**src/rtl/rect_plot_scheduler.sv**
```systemverilog
// Round-robin arbiter that rasterizes one requester's rectangle at a time onto the
// shared vga_adapter plot port, one pixel per clock in row-major order.
module rect_plot_scheduler #(
  parameter int NREQ     = 3,
  parameter int SCREEN_W = 160,
  parameter int SCREEN_H = 120
) (
  input  logic              clk,
  input  logic              reset,
  input  logic [NREQ-1:0]   req,
  input  logic [NREQ*8-1:0] rx0,
  input  logic [NREQ*7-1:0] ry0,
  input  logic [NREQ*5-1:0] rw,
  input  logic [NREQ*4-1:0] rh,
  input  logic [NREQ*3-1:0] rcolour,
  output logic [NREQ-1:0]   ack,
  output logic [NREQ-1:0]   done,
  output logic              busy,
  output logic [7:0]        x,
  output logic [6:0]        y,
  output logic [2:0]        colour,
  output logic              plot
);

  localparam int IW = (NREQ > 1) ? $clog2(NREQ) : 1;
  localparam logic [8:0] SW = 9'(SCREEN_W);
  localparam logic [7:0] SH = 8'(SCREEN_H);

  typedef enum logic [1:0] {IDLE, DRAW, DONE} state_t;

  logic [7:0] rx0_arr [NREQ];
  logic [6:0] ry0_arr [NREQ];
  logic [4:0] rw_arr  [NREQ];
  logic [3:0] rh_arr  [NREQ];
  logic [2:0] rcol_arr[NREQ];

  generate
    for (genvar gi = 0; gi < NREQ; gi++) begin : g_unpack
      assign rx0_arr[gi]  = rx0[8*gi +: 8];
      assign ry0_arr[gi]  = ry0[7*gi +: 7];
      assign rw_arr[gi]   = rw[5*gi +: 5];
      assign rh_arr[gi]   = rh[4*gi +: 4];
      assign rcol_arr[gi] = rcolour[3*gi +: 3];
    end
  endgenerate

  state_t          state_reg, state_next;
  logic [IW-1:0]   rr_ptr_reg, rr_ptr_next;
  logic [IW-1:0]   winner_reg, winner_next;
  logic [7:0]      x0_reg, x0_next;
  logic [6:0]      y0_reg, y0_next;
  logic [4:0]      w_reg, w_next;
  logic [3:0]      h_reg, h_next;
  logic [2:0]      col_reg, col_next;
  logic [4:0]      cx_reg, cx_next;
  logic [3:0]      cy_reg, cy_next;
  logic [7:0]      x_reg, x_next;
  logic [6:0]      y_reg, y_next;
  logic [2:0]      colour_reg, colour_next;
  logic            plot_reg, plot_next;
  logic [NREQ-1:0] ack_reg, ack_next;
  logic [NREQ-1:0] done_reg, done_next;
  logic            busy_reg, busy_next;

  logic [2*NREQ-1:0] req_dbl;
  logic [NREQ-1:0]   req_rot;
  logic              grant_valid;
  logic [IW-1:0]     grant_idx;
  logic [IW-1:0]     rr_after;
  logic              last_pix;
  logic              draw_pix;
  logic [8:0]        px_next;
  logic [7:0]        py_next;

  // Rotate requests so bit 0 is the requester at rr_ptr; lowest set bit wins.
  assign req_dbl = {req, req};
  assign req_rot = NREQ'(req_dbl >> rr_ptr_reg);

  always_comb begin
    int pos;
    grant_valid = 1'b0;
    pos         = 0;
    for (int k = NREQ - 1; k >= 0; k--) begin
      if (req_rot[k]) begin
        grant_valid = 1'b1;
        pos         = int'(rr_ptr_reg) + k;
      end
    end
    if (pos >= NREQ) pos = pos - NREQ;
    grant_idx = IW'(pos);
  end

  always_comb begin
    int nxt;
    nxt = int'(grant_idx) + 1;
    if (nxt >= NREQ) nxt = 0;
    rr_after = IW'(nxt);
  end

  assign last_pix = (cx_reg == w_reg - 5'd1) && (cy_reg == h_reg - 4'd1);

  always_comb begin
    state_next  = state_reg;
    rr_ptr_next = rr_ptr_reg;
    winner_next = winner_reg;
    x0_next     = x0_reg;
    y0_next     = y0_reg;
    w_next      = w_reg;
    h_next      = h_reg;
    col_next    = col_reg;
    cx_next     = cx_reg;
    cy_next     = cy_reg;
    x_next      = x_reg;
    y_next      = y_reg;
    colour_next = colour_reg;
    plot_next   = 1'b0;
    ack_next    = '0;
    done_next   = '0;
    draw_pix    = 1'b0;

    unique case (state_reg)
      IDLE: begin
        if (grant_valid) begin
          winner_next = grant_idx;
          x0_next     = rx0_arr[grant_idx];
          y0_next     = ry0_arr[grant_idx];
          w_next      = rw_arr[grant_idx];
          h_next      = rh_arr[grant_idx];
          col_next    = rcol_arr[grant_idx];
          ack_next    = NREQ'(1) << grant_idx;
          rr_ptr_next = rr_after;
          cx_next     = '0;
          cy_next     = '0;
          if (rw_arr[grant_idx] == 5'd0 || rh_arr[grant_idx] == 4'd0) begin
            state_next = DONE;
          end else begin
            state_next = DRAW;
            draw_pix   = 1'b1;
          end
        end
      end
      DRAW: begin
        if (last_pix) begin
          state_next = DONE;
          done_next  = NREQ'(1) << winner_reg;
        end else begin
          if (cx_reg == w_reg - 5'd1) begin
            cx_next = '0;
            cy_next = cy_reg + 4'd1;
          end else begin
            cx_next = cx_reg + 5'd1;
          end
          draw_pix = 1'b1;
        end
      end
      DONE: begin
        // A zero-area rectangle enters DONE together with ack, so its done pulse
        // is issued one cycle later to keep ack and done on separate cycles.
        if (|done_reg) begin
          state_next = IDLE;
        end else begin
          done_next = NREQ'(1) << winner_reg;
        end
      end
      default: state_next = IDLE;
    endcase

    px_next = {1'b0, x0_next} + {4'b0, cx_next};
    py_next = {1'b0, y0_next} + {4'b0, cy_next};
    if (draw_pix) begin
      x_next      = px_next[7:0];
      y_next      = py_next[6:0];
      colour_next = col_next;
      plot_next   = (px_next < SW) && (py_next < SH);
    end
    busy_next = (state_next != IDLE);
  end

  always_ff @(posedge clk or posedge reset) begin
    if (reset) begin
      state_reg  <= IDLE;
      rr_ptr_reg <= '0;
      winner_reg <= '0;
      x0_reg     <= '0;
      y0_reg     <= '0;
      w_reg      <= '0;
      h_reg      <= '0;
      col_reg    <= '0;
      cx_reg     <= '0;
      cy_reg     <= '0;
      x_reg      <= '0;
      y_reg      <= '0;
      colour_reg <= '0;
      plot_reg   <= 1'b0;
      ack_reg    <= '0;
      done_reg   <= '0;
      busy_reg   <= 1'b0;
    end else begin
      state_reg  <= state_next;
      rr_ptr_reg <= rr_ptr_next;
      winner_reg <= winner_next;
      x0_reg     <= x0_next;
      y0_reg     <= y0_next;
      w_reg      <= w_next;
      h_reg      <= h_next;
      col_reg    <= col_next;
      cx_reg     <= cx_next;
      cy_reg     <= cy_next;
      x_reg      <= x_next;
      y_reg      <= y_next;
      colour_reg <= colour_next;
      plot_reg   <= plot_next;
      ack_reg    <= ack_next;
      done_reg   <= done_next;
      busy_reg   <= busy_next;
    end
  end

  assign ack    = ack_reg;
  assign done   = done_reg;
  assign busy   = busy_reg;
  assign x      = x_reg;
  assign y      = y_reg;
  assign colour = colour_reg;
  assign plot   = plot_reg;

endmodule

```
**config.mk**
```make
export PLATFORM = sky130hd
export DESIGN_NAME = rect_plot_scheduler
export DESIGN_NICKNAME = d
export VERILOG_FILES = /design/src/rtl/rect_plot_scheduler.sv
export SDC_FILE = /design/constraint.sdc
export NUM_CORES = 1
export LEC_CHECK = 0
export ABC_AREA = 1
export CORE_ASPECT_RATIO = 1.2
export CORE_UTILIZATION = 45
export CTS_CLUSTER_DIAMETER = 80
export DETAILED_ROUTE_END_ITERATION = 8
export GPL_TIMING_DRIVEN = 0
export PLACE_DENSITY = 0.81
export SYNTH_ARGS = -nofsm -noshare
export SYNTH_HDL_FRONTEND = slang
export SYNTH_SLANG_ARGS = --single-unit
```
**constraint.sdc**
```tcl
create_clock -name clk -period 5.7 [get_ports clk]
set_input_delay 0.855 -clock clk [delete_from_list [all_inputs] [get_ports clk]]
set_output_delay 0.855 -clock clk [all_outputs]
set_load 0.05 [all_outputs]
```
After elaboration in Yosys (flattened, before gate mapping)

Index checks and enable logic that the tools add are counted.

Flip-flop bits (word level): 68
Logic and storage cells: 101
Output and inout port bits: 26
Input bits: 86

Bitwise gates (word level): 1
Shift operators: 3
Equality and inequality tests: 4
Reductions and logical operators: 9
Order comparisons: 5
Mux-type cells: 52
Add/sub/neg operators: 10

Operators by type and width:

| operator              | count |
|---|---|
| $mux W32              | 2 |
| $ge A32 B3 Y1 const B | 1 |
| $mux W8               | 4 |
| $mux W7               | 4 |
| $mux W3               | 9 |
| $mux W5               | 5 |
| $mux W4               | 5 |
| $bmux W8 S2           | 1 |
| $bmux W7 S2           | 1 |
| $mux W2               | 6 |
| $bmux W5 S2           | 1 |
| $pmux W5 S2           | 1 |
| $add A8 B5 Y9         | 1 |
| $lt A9 B8 Y1 const B  | 1 |
| $add A7 B4 Y8         | 1 |
| $bmux W4 S2           | 1 |
| $lt A8 B7 Y1 const B  | 1 |
| $pmux W4 S2           | 1 |
| $mux W1               | 7 |
| $add A2 B1 Y3 const B | 2 |
| $bmux W3 S2           | 1 |
| $pmux W2 S3           | 1 |
| $pmux W3 S2           | 1 |
| $shl A1 B2 Y3 const A | 2 |
| 23 further kinds      | 24 |

Logic depth before layout (Yosys ltp)

Depth after elaboration: 16
Gate-level depth with buffers: 35
Gate-level depth less buffers: 34

Worst setup path before layout

Ideal clock, no wire load.

Path kind: input to register
Start: input req[1]
End: register plot_reg (netlist: plot)
Setup time: 71 ps
Stages on the path: 31
Arrival: 4236 ps
Slack: 1393 ps
Required time: 5629 ps
Buffers on the path: 2
Cell sequence: nand2_2 > nand3_1 > nand2_2 > nor2_4 > nand2_1 > nand3_2 > inv_1 > ha_1 > inv_1 > nand2_4 > nand2_1 > nand2_2 > buf_4 > nand2_2 > clkbuf_1 > nand2_1 > o21ai_0 > o21ai_0 > ha_1 > a21oi_1 > inv_1 > a31oi_1 > nor2_1 > nor2_1 > inv_1 > a21oi_1 > xor2_1 > nand2_1 > nand2_1 > nand2_1 > nor2_1

Longest elaborated chain between the ends: 16
Elaborated cells on any way between the ends: 43
Classes of those cells: add/sub (3); order compare (3); shift (1); mux (31); bitwise (1); reduce/logical (4)

Ends and longest elaborated chain:

| item                                           | RTL line | source |
|---|---|---|
| start: declaration                             | 10       | `input logic [NREQ-1:0] req,` |
| $shr A6 B2 Y3 (*)                              | 77       | `assign req_rot = NREQ'(req_dbl >> rr_ptr_reg);` |
| $mux W3                                        | 84       | `if (req_rot[k]) begin` |
| $mux W32 (2 in a row)                          | 84       |  |
| $ge A32 B3 Y1 or $sub A2 B1 Y2 (tied branches) | 89       | `if (pos >= NREQ) pos = pos - NREQ;` |
| $mux W2                                        | 89       |  |
| $not A2 Y3 (not written as such)               | 125      | `x0_next = rx0_arr[grant_idx];` |
| $bmux W8 S2                                    | 125      |  |
| $mux W8 (not written as such) (2 in a row)     | 125      |  |
| $mux W8 (*)                                    | 123      | `if (grant_valid) begin` |
| $mux W8 (*)                                    | 121      | `unique case (state_reg)` |
| via x0_next[2]                                 | 50       | `logic [7:0] x0_reg, x0_next;` |
| $add A8 B5 Y9 (*)                              | 168      | `px_next = {1'b0, x0_next} + {4'b0, cx_next};` |
| $lt A9 B8 Y1 (*)                               | 174      | `plot_next = (px_next < SW) && (py_next < SH);` |
| $logic_and A1 B1 Y1 (*)                        | 174      |  |
| $mux W1 (*)                                    | 170      | `if (draw_pix) begin` |
| via plot_next                                  | 60       | `logic plot_reg, plot_next;` |
| end signal: assignment                         | 212      | `plot_reg <= plot_next;` |
| end: declaration                               | 60       |  |

The timed path passes the listed nets; every way through them passes the cells marked *. The select of a mux whose other input is x is not followed.
A chain may end at the register's enable or synchronous reset.

Final worst setup path

Same ends and word-level chain as after synthesis.

==> qor.yml <==
status: "completed"
cts_buffers: 9
post-route-drc-count: 0
holdPathStages: 1
worstPathBufferInverterCount: 6
path_depth: 32
nets: 834
ff2ff_setup_slack_ps: 900
clock_sinks: 68
slew_headroom: 0.438
cts_setup_buffers: 0
yosys_register_bits: 68
grt_pass1_wl_um: 20900
use_met3: 0.0296
dieArea_um2: 10700
ant_nets: 0
dr.pass1.iters: 5
ys_seq_area_frac: 0.367
num_rows: 40
n_antenna_cell: 0
busiest_layer: "met2"
drive_gt1_frac: 0.116
multi_input_area_um2: 2520
clock-root-buffer: "clkbuf_16"
worstSetupPathType: "input pin to flip-flop"
seq_area_um2: 1700
synth_top_area_share: 0.367
worstHoldStart: "winner_reg[1]"
final-max-slew-violation-count: 0
clk_latency_ps: 330
cp_max_fo: 10
ios: 112
grt_setup_unrepaired: "no"
cts_buffer_depth: 2
crit_required_ps: 5950
final_common_cell: "nand2_1"
dpl.hpwl_um: 9790
place_area_um2: 5910
num_vias: 4507
layout_common_cells: "nand2_1 (184), clkdlybuf4s50_1 (111), dfrtp_1 (68)"
yosysWarnings: 0
critPathLaunchType: "input pin"
endpoint_kind: "flip-flop"
fp.dieW_um: 94.7
syn_to_final_growth_pct: 33.7
met1_usage: 0.291
port_buffers: 111
grt_max_degree: 69
synth_top_area_cell: "dfrtp_1"
period_share: 0.913
antenna_found_initial: 0
synth_cells: 606
post-route-util: 0.619
core_um2: 10000
critPathTopFamily: "simple AND/OR/NAND/NOR gates"
n_fill_cell: 875
critical_path.max_stage_delay_ps: 510
drv_cap: 0
synth.area.top_cells: "dfrtp_1 (37%), nand2_1 (15%), nand3_1 (5.5%)"
drt-initial-drc-count: 261
cts_tree: "done"
setup-violations-final: 0
hold_viol: 0
syn_avg_cell_area_um2: 7.65
met2_usage: 0.439
h-tree-depth: 3
timing.rr.start: "rr_ptr_reg[0]"
worst_pin_slew_ps: 843
grt_pass1_vias: 4591
synth_nets: 713
max_freq_mhz: 192
critPathSlowestCell: "clkdlybuf4s50_1"
wl_per_cell_um: 14.8
vias_per_cell: 5.27
synth_area_um2: 4640
final.setup.tns_ps: 0
final_area_um2: 6200
yosysUniqueCellTypes: 48
skew_ps: 4.68
min_period_ps: 5200
regToRegEndpoint: "plot"
die_y_um: 113
grtUsageTotal: 0.250
crit_top_cell: "nand2_1"
whs_endpoint: "done[0]"
clk_pin_slew_ps: 50
grt_overflow: 0
ff2ff_path_depth: 31
min_path_type: "flip-flop to flip-flop"
crit_arrival_ps: 5460
floorplan.initialDensity: 0.463
finalWeightedCongestion: 0.834
wl_um: 12700
==> cell type report <==
class | count | area share
Clock buffer | 12 | 0.0414
Sequential cell | 68 | 0.274
Tap cell | 126 | 0.0254
Timing Repair Buffer | 111 | 0.179
Inverter | 71 | 0.0434
Multi-Input combinational cell | 450 | 0.407
Clock inverter | 2 | 0.00565
Buffer | 16 | 0.0238
==> worst register-to-register path: cells and delay by family, from the launching register on <==
kind,cells,cell delay [ps]
AND/OR/NAND/NOR,17,1800
flip-flops,1,480
adder cells (fa/ha/maj),2,540
buffers and inverters,6,670
AO/OA/AOI/OAI,5,1010
XOR/XNOR,1,240
==> repair_timing <==
| item | in CTS | in global routing |
|---|---|---|
| resized for setup | 0 | 1 |
| hold buffers | 0 | 0 |
| endpoints found under the setup margin | 0 | 2 |
==> Yosys cell counts (all sizes together) <==
cell    number
o211ai       1
nand2      203
nor3         1
a22o         1
nor4         1
nand4        4
a211oi       1
nand3       73
xor2        10
o22ai        6
nand3b       2
xnor2        7
dfrtp       68
or2          2
ha          19
clkbuf       5
a41oi        1
a21o         2
clkinv       2
inv         69
a21oi       18
o21a         1
nor2        48
o21bai       1
o21ai       39
a31oi        2
and2         1
buf         12
fa           2
nor3b        1
a22oi        3
==> per-stage QoR <==
| step | hold slack, ps | cells | setup WS, ps |
|---|---|---|---|
| after floorplan | 426 | 606 | 1390 |
| after CTS | 456 | 857 | 367 |
| after detailed placement | 446 | 843 | 58.5 |
| after global routing | 499 | 856 | 22.1 |
| final | 454 | 856 | 496 |
| after global placement | 439 | 843 | 185 |
==> how the worst max path moves through the flow <==
stage	from	slack [ps]	to
finish	req[1]	500	plot
CTS	req[1]	370	plot
detailed placement	req[1]	60	plot
floorplan	req[1]	1390	plot
global placement	req[0]	180	plot
global route	req[0]	20	plot
==> routing by layer <==
metal | routed length (um) | share of wire
met4 | 524 | 0.041
met2 | 6520 | 0.51
met3 | 555 | 0.044
met5 | 0 | 0
met1 | 5060 | 0.40
==> cell families (layout without fill, tap and decap cells) <==
family	count (synthesis)	count (layout)	share of synthesized area
and+or+nand+nor	336	336	0.356
buffers and inverters	88	212	0.0896
AOI/OAI and AO/OA	76	76	0.0955
DFF	68	68	0.367
adders and majority gates	21	21	0.0599
xor gates and xnor gates	17	17	0.0321
Power is not shown: default switching activity piles up to over one toggle a cycle in this logic, so the estimate is an artifact.
